### src/rtl/bus_b_pkg.sv
// Shared definitions for the bus B arbitration slice.
//   - src_e      : 3-bit bus B source multiplexer codes.
//   - arb_state_e: bus_b_arbiter FSM states.
//   - clog2_min1 : counter width helper that never returns zero.
package bus_b_pkg;

    typedef enum logic [2:0] {
        SRC_RAM   = 3'd0,
        SRC_PC    = 3'd1,
        SRC_R1    = 3'd2,
        SRC_R2    = 3'd3,
        SRC_TR    = 3'd4,
        SRC_R     = 3'd5,
        SRC_AC    = 3'd6,
        SRC_INSTR = 3'd7
    } src_e;

    typedef enum logic [1:0] {
        IDLE  = 2'd0,
        GRANT = 2'd1,
        TURN  = 2'd2
    } arb_state_e;

    function automatic int unsigned clog2_min1(input int unsigned n);
        return (n <= 1) ? 1 : $clog2(n);
    endfunction

endpackage

### src/rtl/rr_pick.sv
// Combinational round-robin picker.
// Ports:
//   req    : request vector, one bit per requester.
//   ptr    : first index to consider; search wraps modulo NUM_REQ.
//   winner : index of the first requesting bit at or after ptr.
//   any    : high when at least one request is present.
module rr_pick #(
    parameter int unsigned NUM_REQ = 3
) (
    input  logic [NUM_REQ-1:0]         req,
    input  logic [$clog2(NUM_REQ)-1:0] ptr,
    output logic [$clog2(NUM_REQ)-1:0] winner,
    output logic                       any
);

    localparam int unsigned IW = $clog2(NUM_REQ);

    int unsigned   idx;
    logic [IW-1:0] cand;

    always_comb begin
        winner = '0;
        any    = 1'b0;
        idx    = 0;
        cand   = '0;
        for (int unsigned k = 0; k < NUM_REQ; k++) begin
            // ptr < NUM_REQ and k < NUM_REQ, so one subtraction wraps it.
            idx = 32'(ptr) + k;
            if (idx >= NUM_REQ) begin
                idx = idx - NUM_REQ;
            end
            cand = IW'(idx);
            if (!any && req[cand]) begin
                winner = cand;
                any    = 1'b1;
            end
        end
    end

endmodule

### src/rtl/bus_b_arbiter.sv
// Round-robin owner arbitration for the shared 16-bit bus B source mux.
// Grants one requester at a time, latches its source code onto SELECT for
// the whole tenure, bounds the tenure while others wait, and inserts a
// one-cycle turnaround between owners.
// Ports:
//   CLOCK     : clock, all state changes on the rising edge.
//   RESET     : synchronous active-high reset.
//   REQ       : per-requester request level.
//   SRC_SEL   : per-requester source code, requester i on [3i+2:3i].
//   GNT       : registered one-hot grant.
//   SELECT    : registered bus B mux select.
//   BUS_VALID : high while the bus is owned.
//   OWNER     : index of the current or last owner.
// Build option: define BUS_B_PRIO0_EN to give requester 0 absolute IDLE
// priority (pointer untouched by its wins) and an unpreemptable tenure.
module bus_b_arbiter
    import bus_b_pkg::*;
#(
    parameter int unsigned NUM_REQ  = 3,
    parameter int unsigned MAX_HOLD = 4
) (
    input  logic                         CLOCK,
    input  logic                         RESET,
    input  logic [NUM_REQ-1:0]           REQ,
    input  logic [3*NUM_REQ-1:0]         SRC_SEL,
    output logic [NUM_REQ-1:0]           GNT,
    output logic [2:0]                   SELECT,
    output logic                         BUS_VALID,
    output logic [$clog2(NUM_REQ)-1:0]   OWNER
);

    localparam int unsigned   IW       = $clog2(NUM_REQ);
    localparam int unsigned   HW       = clog2_min1(MAX_HOLD + 1);
    localparam logic [HW-1:0] HOLD_MAX = HW'(MAX_HOLD);

    arb_state_e          state_q, state_d;
    logic [IW-1:0]       ptr_q, ptr_d;
    logic [HW-1:0]       hold_q, hold_d;
    logic [NUM_REQ-1:0]  gnt_q, gnt_d;
    logic [2:0]          sel_q, sel_d;
    logic                valid_q, valid_d;
    logic [IW-1:0]       owner_q, owner_d;

    logic [IW-1:0]       rr_win;
    logic                rr_any;
    logic [IW-1:0]       win;
    logic                win_any;
    logic                prio_win;
    logic [2:0]          win_src;
    logic                owner_req;
    logic                others_req;
    logic                preempt;

    rr_pick #(.NUM_REQ(NUM_REQ)) u_pick (
        .req    (REQ),
        .ptr    (ptr_q),
        .winner (rr_win),
        .any    (rr_any)
    );

    // Winner selection, including the optional requester-0 override.
    always_comb begin
        win      = rr_win;
        win_any  = rr_any;
        prio_win = 1'b0;
`ifdef BUS_B_PRIO0_EN
        if (REQ[0]) begin
            win      = '0;
            prio_win = 1'b1;
        end
`endif
        win_src = SRC_RAM;
        for (int unsigned i = 0; i < NUM_REQ; i++) begin
            if (win == IW'(i)) begin
                win_src = SRC_SEL[3*i +: 3];
            end
        end
    end

    // In GRANT gnt_q is the owner's one-hot, so it splits REQ into the
    // owner's level and everyone else's.
    always_comb begin
        owner_req  = |(REQ & gnt_q);
        others_req = |(REQ & ~gnt_q);
        preempt    = (MAX_HOLD != 0) && (hold_q == HOLD_MAX) && others_req;
`ifdef BUS_B_PRIO0_EN
        if (owner_q == '0) begin
            preempt = 1'b0;
        end
`endif
    end

    always_comb begin
        state_d = state_q;
        ptr_d   = ptr_q;
        hold_d  = hold_q;
        gnt_d   = gnt_q;
        sel_d   = sel_q;
        valid_d = valid_q;
        owner_d = owner_q;
        case (state_q)
            IDLE: begin
                if (win_any) begin
                    state_d = GRANT;
                    for (int unsigned i = 0; i < NUM_REQ; i++) begin
                        gnt_d[i] = (win == IW'(i));
                    end
                    owner_d = win;
                    sel_d   = win_src;
                    valid_d = 1'b1;
                    hold_d  = HW'(1);
                    if (!prio_win) begin
                        ptr_d = (win == IW'(NUM_REQ - 1)) ? '0 : win + 1'b1;
                    end
                end
            end
            GRANT: begin
                // Release and expiry both end the tenure the same way.
                if (!owner_req || preempt) begin
                    state_d = TURN;
                    gnt_d   = '0;
                    valid_d = 1'b0;
                end else if ((MAX_HOLD != 0) && (hold_q != HOLD_MAX)) begin
                    hold_d = hold_q + 1'b1;
                end
            end
            TURN: begin
                state_d = IDLE;
            end
            default: begin
                state_d = IDLE;
                gnt_d   = '0;
                valid_d = 1'b0;
            end
        endcase
    end

    always_ff @(posedge CLOCK) begin
        if (RESET) begin
            state_q <= IDLE;
            ptr_q   <= '0;
            hold_q  <= '0;
            gnt_q   <= '0;
            sel_q   <= SRC_RAM;
            valid_q <= 1'b0;
            owner_q <= '0;
        end else begin
            state_q <= state_d;
            ptr_q   <= ptr_d;
            hold_q  <= hold_d;
            gnt_q   <= gnt_d;
            sel_q   <= sel_d;
            valid_q <= valid_d;
            owner_q <= owner_d;
        end
    end

    assign GNT       = gnt_q;
    assign SELECT    = sel_q;
    assign BUS_VALID = valid_q;
    assign OWNER     = owner_q;

endmodule

### config.mk
export PLATFORM = sky130hd
export DESIGN_NAME = bus_b_arbiter
export DESIGN_NICKNAME = d
export VERILOG_FILES = /design/src/rtl/bus_b_pkg.sv /design/src/rtl/rr_pick.sv /design/src/rtl/bus_b_arbiter.sv
export SDC_FILE = /design/constraint.sdc
export NUM_CORES = 1
export LEC_CHECK = 0
export ABC_AREA = 1
export CORE_ASPECT_RATIO = 0.8
export CORE_MARGIN = 4
export CORE_UTILIZATION = 49
export DETAILED_ROUTE_END_ITERATION = 8
export GPL_TIMING_DRIVEN = 0
export PLACE_DENSITY = 0.78
export SLEW_MARGIN = 20
export SYNTH_ARGS = -nofsm -noshare
export SYNTH_HDL_FRONTEND = slang
export SYNTH_HIERARCHICAL = 1
export SYNTH_SLANG_ARGS = --single-unit
### constraint.sdc
create_clock -name CLOCK -period 2.4 [get_ports CLOCK]
set_input_delay 0.48 -clock CLOCK [delete_from_list [all_inputs] [get_ports CLOCK]]
set_output_delay 0.48 -clock CLOCK [all_outputs]
set_load 0.05 [all_outputs]
==> results by group, run 1 <==
Setup path
  • Startpoint types: flop
  • CP max stage delay: 0.39 ns
  • CP Data Arrival Time: 2.40 ns
  • Worst endpoint required time: 2.62 ns
  • Crit end category: flop
  • Crit path cell chain: inv_1 -> ha_1 -> inv_2 -> nand2_1 -> nand3_1 -> nand2_1 -> nand2_1 -> inv_1 -> nand3_1 -> nand2_1 -> or2_2 -> inv_1 -> nand2_1 -> a31oi_1
  • WP buf/inv: 4
  • CP dominant cell by count: nand2_1
  • Slowest-stage cell, CP: dfxtp_1
  • Largest fanout on the critical path: 7
  • Critical path class: flop to flop
  • Crit-path leading delay family: simple AND/OR/NAND/NOR gates

STA
  • Minimum clock period: 2.180 ns
  • Worst hold slack: 0.4760 ns
  • Max-slew headroom: 65.83%
  • Fin. Hold Viols: 0
  • RSZ-0062 raised after global routing: false
  • Final setup fails: 0
  • Fmax: 0.4588 GHz
  • Final worst slack: 0.2204 ns
  • Pins Over Slew Limit: 0
  • Fin Clk Skew: 0.003715 ns
  • Slew @ Worst Pin: 0.5110 ns
  • Setup tns final: 0 ns
  • Period utilisation layout: 90.82%

GRT
  • Largest net degree at the start of global routing: 11
  • First-pass GRT wire length: 3967 um
  • Tot GR Track Use: 17.05%
  • Initial antenna violation count: 0
  • Overflow left after global routing: 0
  • Vias in the first global route: 970

Power and ir drop
  • P_leak: 0.6200 nW
  • Pint: 0.9477 mW
  • Switching Fraction: 53.08%
  • Total power: 2.020 mW
  • Sequential share of power: 22.7%
  • Power share of the clock group: 9.2%
  • Gate power share: 68.2%
  • IR drop worst, VDD: 0.001249 V
  • P_sw: 1.072 mW
  • Pwr Density: 1552 mW/mm^2

Flow run
  • Max-cap violation count: 0

Logic synthesis
  • EDFF count, synth: 0
  • Synthesis-stage register bit count: 16
  • Largest family of logic cells by synthesized area: simple AND/OR/NAND/NOR gates
  • Most frequent cell after synthesis: nand2_1
  • Post-Synth Adder-Cell Area: 6.105%
  • Multiplexer share of the synthesized area: 0%
  • Register area share after synthesis: 31.26%
  • Distinct cells, synth: 22
  • Commonest cells in the synthesized netlist: nand2_1, inv_1, dfxtp_1, nand3_1, a21oi_1
  • Compound-cell area share of the yosys netlist: 15.38%
  • XOR/XNOR share of the synthesized area: 0%
  • Top post-synthesis cells by area: dfxtp_1, nand2_1, inv_1
  • Post-synthesis simple-gate area fraction: 36.14%
  • Warnings, synthesis: 6
  • Synth Instances: 160
  • Mapped Avg Cell Area: 6.405 um^2
  • Synth top area share: 31.26%
  • Mapped Area: 0.001025 mm^2
  • Async set-or-reset flop fraction in the synthesized netlist: 0%
  • Dominant synthesized flop cell: dfxtp_1
  • Leading area contributor after synthesis: dfxtp_1
  • Net Count, Synth: 179

CTS
  • Clock latency at the later pin of the worst-skew pair: 0.29 ns
  • Worst-case clock buffer depth: 2
  • Inserted Clock Buffers: 3
  • Post-cts resize count: 0
  • CTS tree: built
  • Root buffer cell: clkbuf_4
  • CTS Hold Bufs: 0
  • H-tree levels: 1
  • Post-CTS setup buffer count: 0
  • Clock-pin slew on the worst setup and hold paths: 0.10 ns
  • Clock sink total: 16

Final layout
  • Fin util: 67.53%
  • Share of cells above drive strength 1: 14.05%
  • Fin nets: 205
  • Layout area overhead: 26.98%
  • Antenna Cells: 0

Place
  • DP Wirelength: 1944 um
  • RD Place Congestion: 0.7875
  • Count of buffers from port buffering: 21
  • DP Worst Slack: -0.07568 ns

Floorplan
  • Ports: 23
  • Die footprint: 0.002891 mm^2
  • Core area: 0.001927 mm^2
  • Overall die height: 48.90 um
  • Initial Util: 53.18%
  • Row Count: 14
  • Die Width: 59.13 um

Routing
  • Vias per cell: 5.053
  • Number of antenna-violating nets in the routed design: 0
  • DRC viols: 0
  • DR vias: 1,056
  • Wire length per cell: 11.78 um
  • 1st-iter DRT viols: 63
  • Overall routed net length: 2461 um
  • Drt pass-1 iters: 4

Min path
  • Hold crit path type: flop to flop

Status
  • Status: complete, no violations
-- sequential cells by signal, indices dropped and copies added, names as in the netlist --
| register | count |
|---|---|
| BUS_VALID | 1 |
| GNT | 3 |
| OWNER | 2 |
| SELECT | 3 |
| hold_q | 3 |
| ptr_q | 2 |
| state_q | 2 |
-- cell families after synthesis --
family	count (synthesis)
flip-flops	16
buffers and inverters	28
AND/OR/NAND/NOR	84
adder cells (fa/ha/maj)	5
AO/OA/AOI/OAI	27
-- stage by stage --
step                area (um^2)  std cells
global placement           1265        205
finish                     1301        209
floorplan                  1025        160
detailed placement         1265        205
CTS                        1301        209
global route               1301        209
-- tightest hold or removal path, cell delays in order, from the launching register on --
cell	delay [ns]
dfxtp_1	0.32
nand2_1	0.06
a21oi_1	0.05
-- placed cells by master, fill, tap and decap left out --
cell type        Yosys  routed
nand2_2              6       6
nand3_1             12      12
o21ai_1              2       3
a21oi_1             10      10
a21oi_2              4       4
inv_2                5       5
clkdlybuf4s50_1      0      21
nor2_4               1       1
nor2_2               1       1
or2_1                1       1
a22oi_1              1       1
nor3_1               1       1
buf_6                1       1
clkbuf_4             0       3
dfxtp_1             16      16
nor2_1               8       8
ha_1                 5       5
o21ai_0              6       5
clkbuf_8             0       1
clkbuf_2             1       1
nand3_2              1       1
a31oi_1              4       4
inv_1               21      21
or2_2                2       2
nand2_1             51      51
-- power groups by stage --
stage / clock network (mW) / logic, mW / registers [mW]
after detailed placement: 0 / 1.37 / 0.465
after CTS: 0.188 / 1.37 / 0.459
after floorplan: 0 / 0.846 / 0.650
after global placement: 0 / 1.33 / 0.460
after global routing: 0.196 / 1.51 / 0.469
final: 0.185 / 1.38 / 0.458
-- final cells by class --
type / count / area (um^2)
plain buffers: 2 / 16.27
clock buffers: 4 / 36.28
fillers: 182 / 625.6
inverters: 26 / 97.59
multi-input cells: 116 / 590.6
flip-flops and latches: 16 / 320.3
well taps: 24 / 30.03
repair buffers: 21 / 210.2
-- final timing paths --
kind / startpoint / endpoint / slack, ns / cells after the start
max reg2reg: ptr_q[0]$_SDFFE_PP0P_ / SELECT[2]$_SDFFE_PP0P_ / 0.22 / 14
min: OWNER[0]$_SDFFE_PP0P_ / OWNER[0]$_SDFFE_PP0P_ / 0.48 / 2
min reg2reg: OWNER[0]$_SDFFE_PP0P_ / OWNER[0]$_SDFFE_PP0P_ / 0.48 / 2
max: ptr_q[0]$_SDFFE_PP0P_ / SELECT[2]$_SDFFE_PP0P_ / 0.22 / 14
-- routing by layer --
metal	vias to the layer above	share of wire (%)	track usage, %
met3	2	5.2	5.291
li1	557	-	-
met2	30	51	28.31
met4	0	0.16	3.774
met5	-	0	0
met1	467	44	21.30
(Power assumes the default switching activity.)
==> run 2: changes to the inputs <==
--- a/config.mk
+++ b/config.mk
@@ -7,9 +7,8 @@
 export LEC_CHECK = 0
-export ABC_AREA = 1
 export CORE_ASPECT_RATIO = 0.8
 export CORE_MARGIN = 4
-export CORE_UTILIZATION = 49
+export CORE_UTILIZATION = 48
 export DETAILED_ROUTE_END_ITERATION = 8
 export GPL_TIMING_DRIVEN = 0
-export PLACE_DENSITY = 0.78
+export PLACE_DENSITY = 0.77
 export SLEW_MARGIN = 20
@@ -17,3 +16,2 @@
 export SYNTH_HDL_FRONTEND = slang
-export SYNTH_HIERARCHICAL = 1
 export SYNTH_SLANG_ARGS = --single-unit
--- a/constraint.sdc
+++ b/constraint.sdc
@@ -3,2 +3,2 @@
 set_output_delay 0.48 -clock CLOCK [all_outputs]
-set_load 0.05 [all_outputs]
+set_load 0.02 [all_outputs]
==> run 2 against run 1 <==
  * Die area shrank 1.3%
  * Via count shrank 13%
  * Highest routed layer unchanged
  * Synthesized cell count decreased by 31%
==> results by group, run 2 <==
Final layout
  • Final Cell Area: 0.001256 mm^2
  • Share of cells above drive strength 1: 11.85%
  • Antenna Cells: 0
  • Final Non-Filler Cells: 159
  • Area of the multi-input gates: 613.1 um^2
  • Most common cell after layout, fill and taps aside: clkdlybuf4s50_1
  • FF+latch area: 320.3 um^2
  • Most frequent cells in the layout: clkdlybuf4s50_1, dfxtp_1, nand2_1
  • Fin util: 65.79%
  • Fillers: 165
  • Fin nets: 157
  • Layout area overhead: 27.09%

Routing
  • Drt pass-1 iters: 4
  • DRC viols: 0
  • Number of antenna-violating nets in the routed design: 0
  • DR vias: 914
  • Wire length per cell: 14.38 um
  • Vias per cell: 5.748
  • Overall routed net length: 2287 um
  • 1st-iter DRT viols: 28

Logic synthesis
  • Synth Instances: 111
  • Mapped Avg Cell Area: 8.905 um^2
  • Largest family of logic cells by synthesized area: compound AO/OA/AOI/OAI gates
  • Synth top area share: 32.41%
  • Dominant synthesized flop cell: dfxtp_1
  • Top post-synthesis cells by area: dfxtp_1, ha_1, nand2_1
  • Synthesis-stage register bit count: 16
  • Commonest cells in the synthesized netlist: dfxtp_1, nand2_1, a21oi_1, inv_1, nor2_1
  • Warnings, synthesis: 0
  • Leading area contributor after synthesis: dfxtp_1
  • Async set-or-reset flop fraction in the synthesized netlist: 0%
  • Most frequent cell after synthesis: dfxtp_1
  • Mapped Area: 988.4 um^2
  • Register area share after synthesis: 32.41%
  • EDFF count, synth: 0
  • Net Count, Synth: 131
  • Post-synthesis simple-gate area fraction: 21.01%
  • Compound-cell area share of the yosys netlist: 28.99%
  • Post-Synth Adder-Cell Area: 7.595%
  • Multiplexer share of the synthesized area: 3.038%
  • Distinct cells, synth: 40
  • XOR/XNOR share of the synthesized area: 0.8861%

Place
  • Count of buffers from port buffering: 21
  • DP Wirelength: 1767 um
  • Area after DPL: 0.001229 mm^2
  • RD Place Congestion: 0.8887
  • Dpl cells: 156
  • DP Worst Slack: -0.1315 ns

CTS
  • Clock sink total: 16
  • H-tree levels: 1
  • Worst-case clock buffer depth: 2
  • Clock-pin slew on the worst setup and hold paths: 0.09 ns
  • Clock latency at the later pin of the worst-skew pair: 0.29 ns
  • CTS tree: built
  • Root buffer cell: clkbuf_4
  • Inserted Clock Buffers: 3
  • Post-CTS setup buffer count: 0

Setup path
  • Critical path class: primary input to flop
  • CP Data Arrival Time: 2.42 ns
  • Slowest-stage cell, CP: clkdlybuf4s50_1
  • Worst endpoint required time: 2.60 ns
  • Origin of the critical flop-to-flop path: ptr_q[0]$_SDFFE_PP0P_
  • Largest fanout on the critical path: 7
  • WP buf/inv: 1
  • Crit-path leading delay family: compound AO/OA/AOI/OAI gates
  • Crit end category: flop
  • Startpoint types: primary input
  • CP max stage delay: 0.53 ns
  • Worst setup path start: REQ[1]
  • Crit path cell chain: clkdlybuf4s50_1 -> mux2i_1 -> o221ai_2 -> or3_4 -> a21oi_4 -> nand2_1 -> a311oi_1

Power and ir drop
  • P_leak: 0.4661 nW
  • Total power: 1.439 mW
  • IR drop worst, VDD: 0.0006635 V
  • Pwr Density: 1145 mW/mm^2

Min path
  • Hold crit path type: flop to flop
  • Hold path startpoint: OWNER[0]$_SDFFE_PP0P_

Floorplan
  • Die Width: 58.74 um
  • Initial Util: 51.77%
  • Ports: 23
  • Die footprint: 0.002854 mm^2
  • Row Count: 14
  • Overall die height: 48.59 um
  • Core area: 0.001909 mm^2

GRT
  • Largest net degree at the start of global routing: 11
  • First-pass GRT wire length: 3870 um
  • Overflow left after global routing: 0
  • Tot GR Track Use: 17.06%
  • Vias in the first global route: 901
  • Initial antenna violation count: 0

Status
  • Status: complete, no violations

STA
  • Max-slew headroom: 65.46%
  • Fin. Hold Viols: 0
  • Final worst slack: 0.1819 ns
  • Final setup fails: 0
  • Fin Clk Skew: 0.009175 ns
  • Fmax: 0.4508 GHz
  • Minimum clock period: 2.218 ns
  • Slew @ Worst Pin: 0.5170 ns
  • Period utilisation layout: 92.42%
  • Pins Over Slew Limit: 0

Flow run
  • Max-cap violation count: 0
-- run 2: cell types whose count changed in the layout (fill, tap and decap cells not counted), moves of 6 or more --
cell and delta:
nand2_1 -36, inv_1 -13, nand3_1 -11, nand2_2 -6
-- run 2: cell type report --
class                   count  share of cell area [%]
plain buffers               3                   2.092
clock buffers               3                   1.793
inverters                   9                   2.689
multi-input cells          83                   48.80
flip-flops and latches     16                   25.50
well taps                  24                   2.390
repair buffers             21                   16.73
-- run 2: cell families after synthesis --
kind of cell | after synthesis
simple gates | 41
compound gates | 32
flops | 16
buf+inv | 12
fa+ha+maj | 6
mux | 3
xor+xnor | 1
-- run 2: worst paths after layout --
check        cells past startpoint  slack [ns]                endpoint
max reg2reg                      8        0.20  SELECT[1]$_SDFFE_PP0P_
max                              7        0.18  SELECT[1]$_SDFFE_PP0P_
min                              2        0.46   OWNER[0]$_SDFFE_PP0P_
min reg2reg                      2        0.46   OWNER[0]$_SDFFE_PP0P_
-- run 2: worst register-to-register path: cells and delay by family (launching register included) --
family,cells,cell delay [ns]
AOI/OAI and AO/OA,3,0.72
adders and majority gates,1,0.43
buffers and inverters,1,0.08
DFF,1,0.39
and+or+nand+nor,3,0.49
-- run 2: repair_timing --
item	CTS	global route
gates resized for setup	0	1
setup endpoints to repair	0	3
hold buffers	0	0
-- run 2: stage by stage --
step                       TNS (ns)  hold WS, ns
after floorplan                   0       0.4602
after global placement      -0.1757       0.4383
after detailed placement    -0.4183       0.4459
after CTS                         0       0.4580
after global routing      -0.003239       0.4710
final                             0       0.4565
-- run 2: report_power, final --
part / switching [mW] / internal (mW)
combinational: 0.483 / 0.398
sequential: 0.0673 / 0.349
clock: 0.0826 / 0.0584
total: 0.633 / 0.806
-- run 2: layer usage --
metal  GRT usage, %  vias up  part of all wire [%]
met2          25.55       25                    44
li1               -      453                     -
met4          5.660        0                   1.6
met3          4.521        5                   5.1
met5              0        -                     0
met1          23.40      431                    49
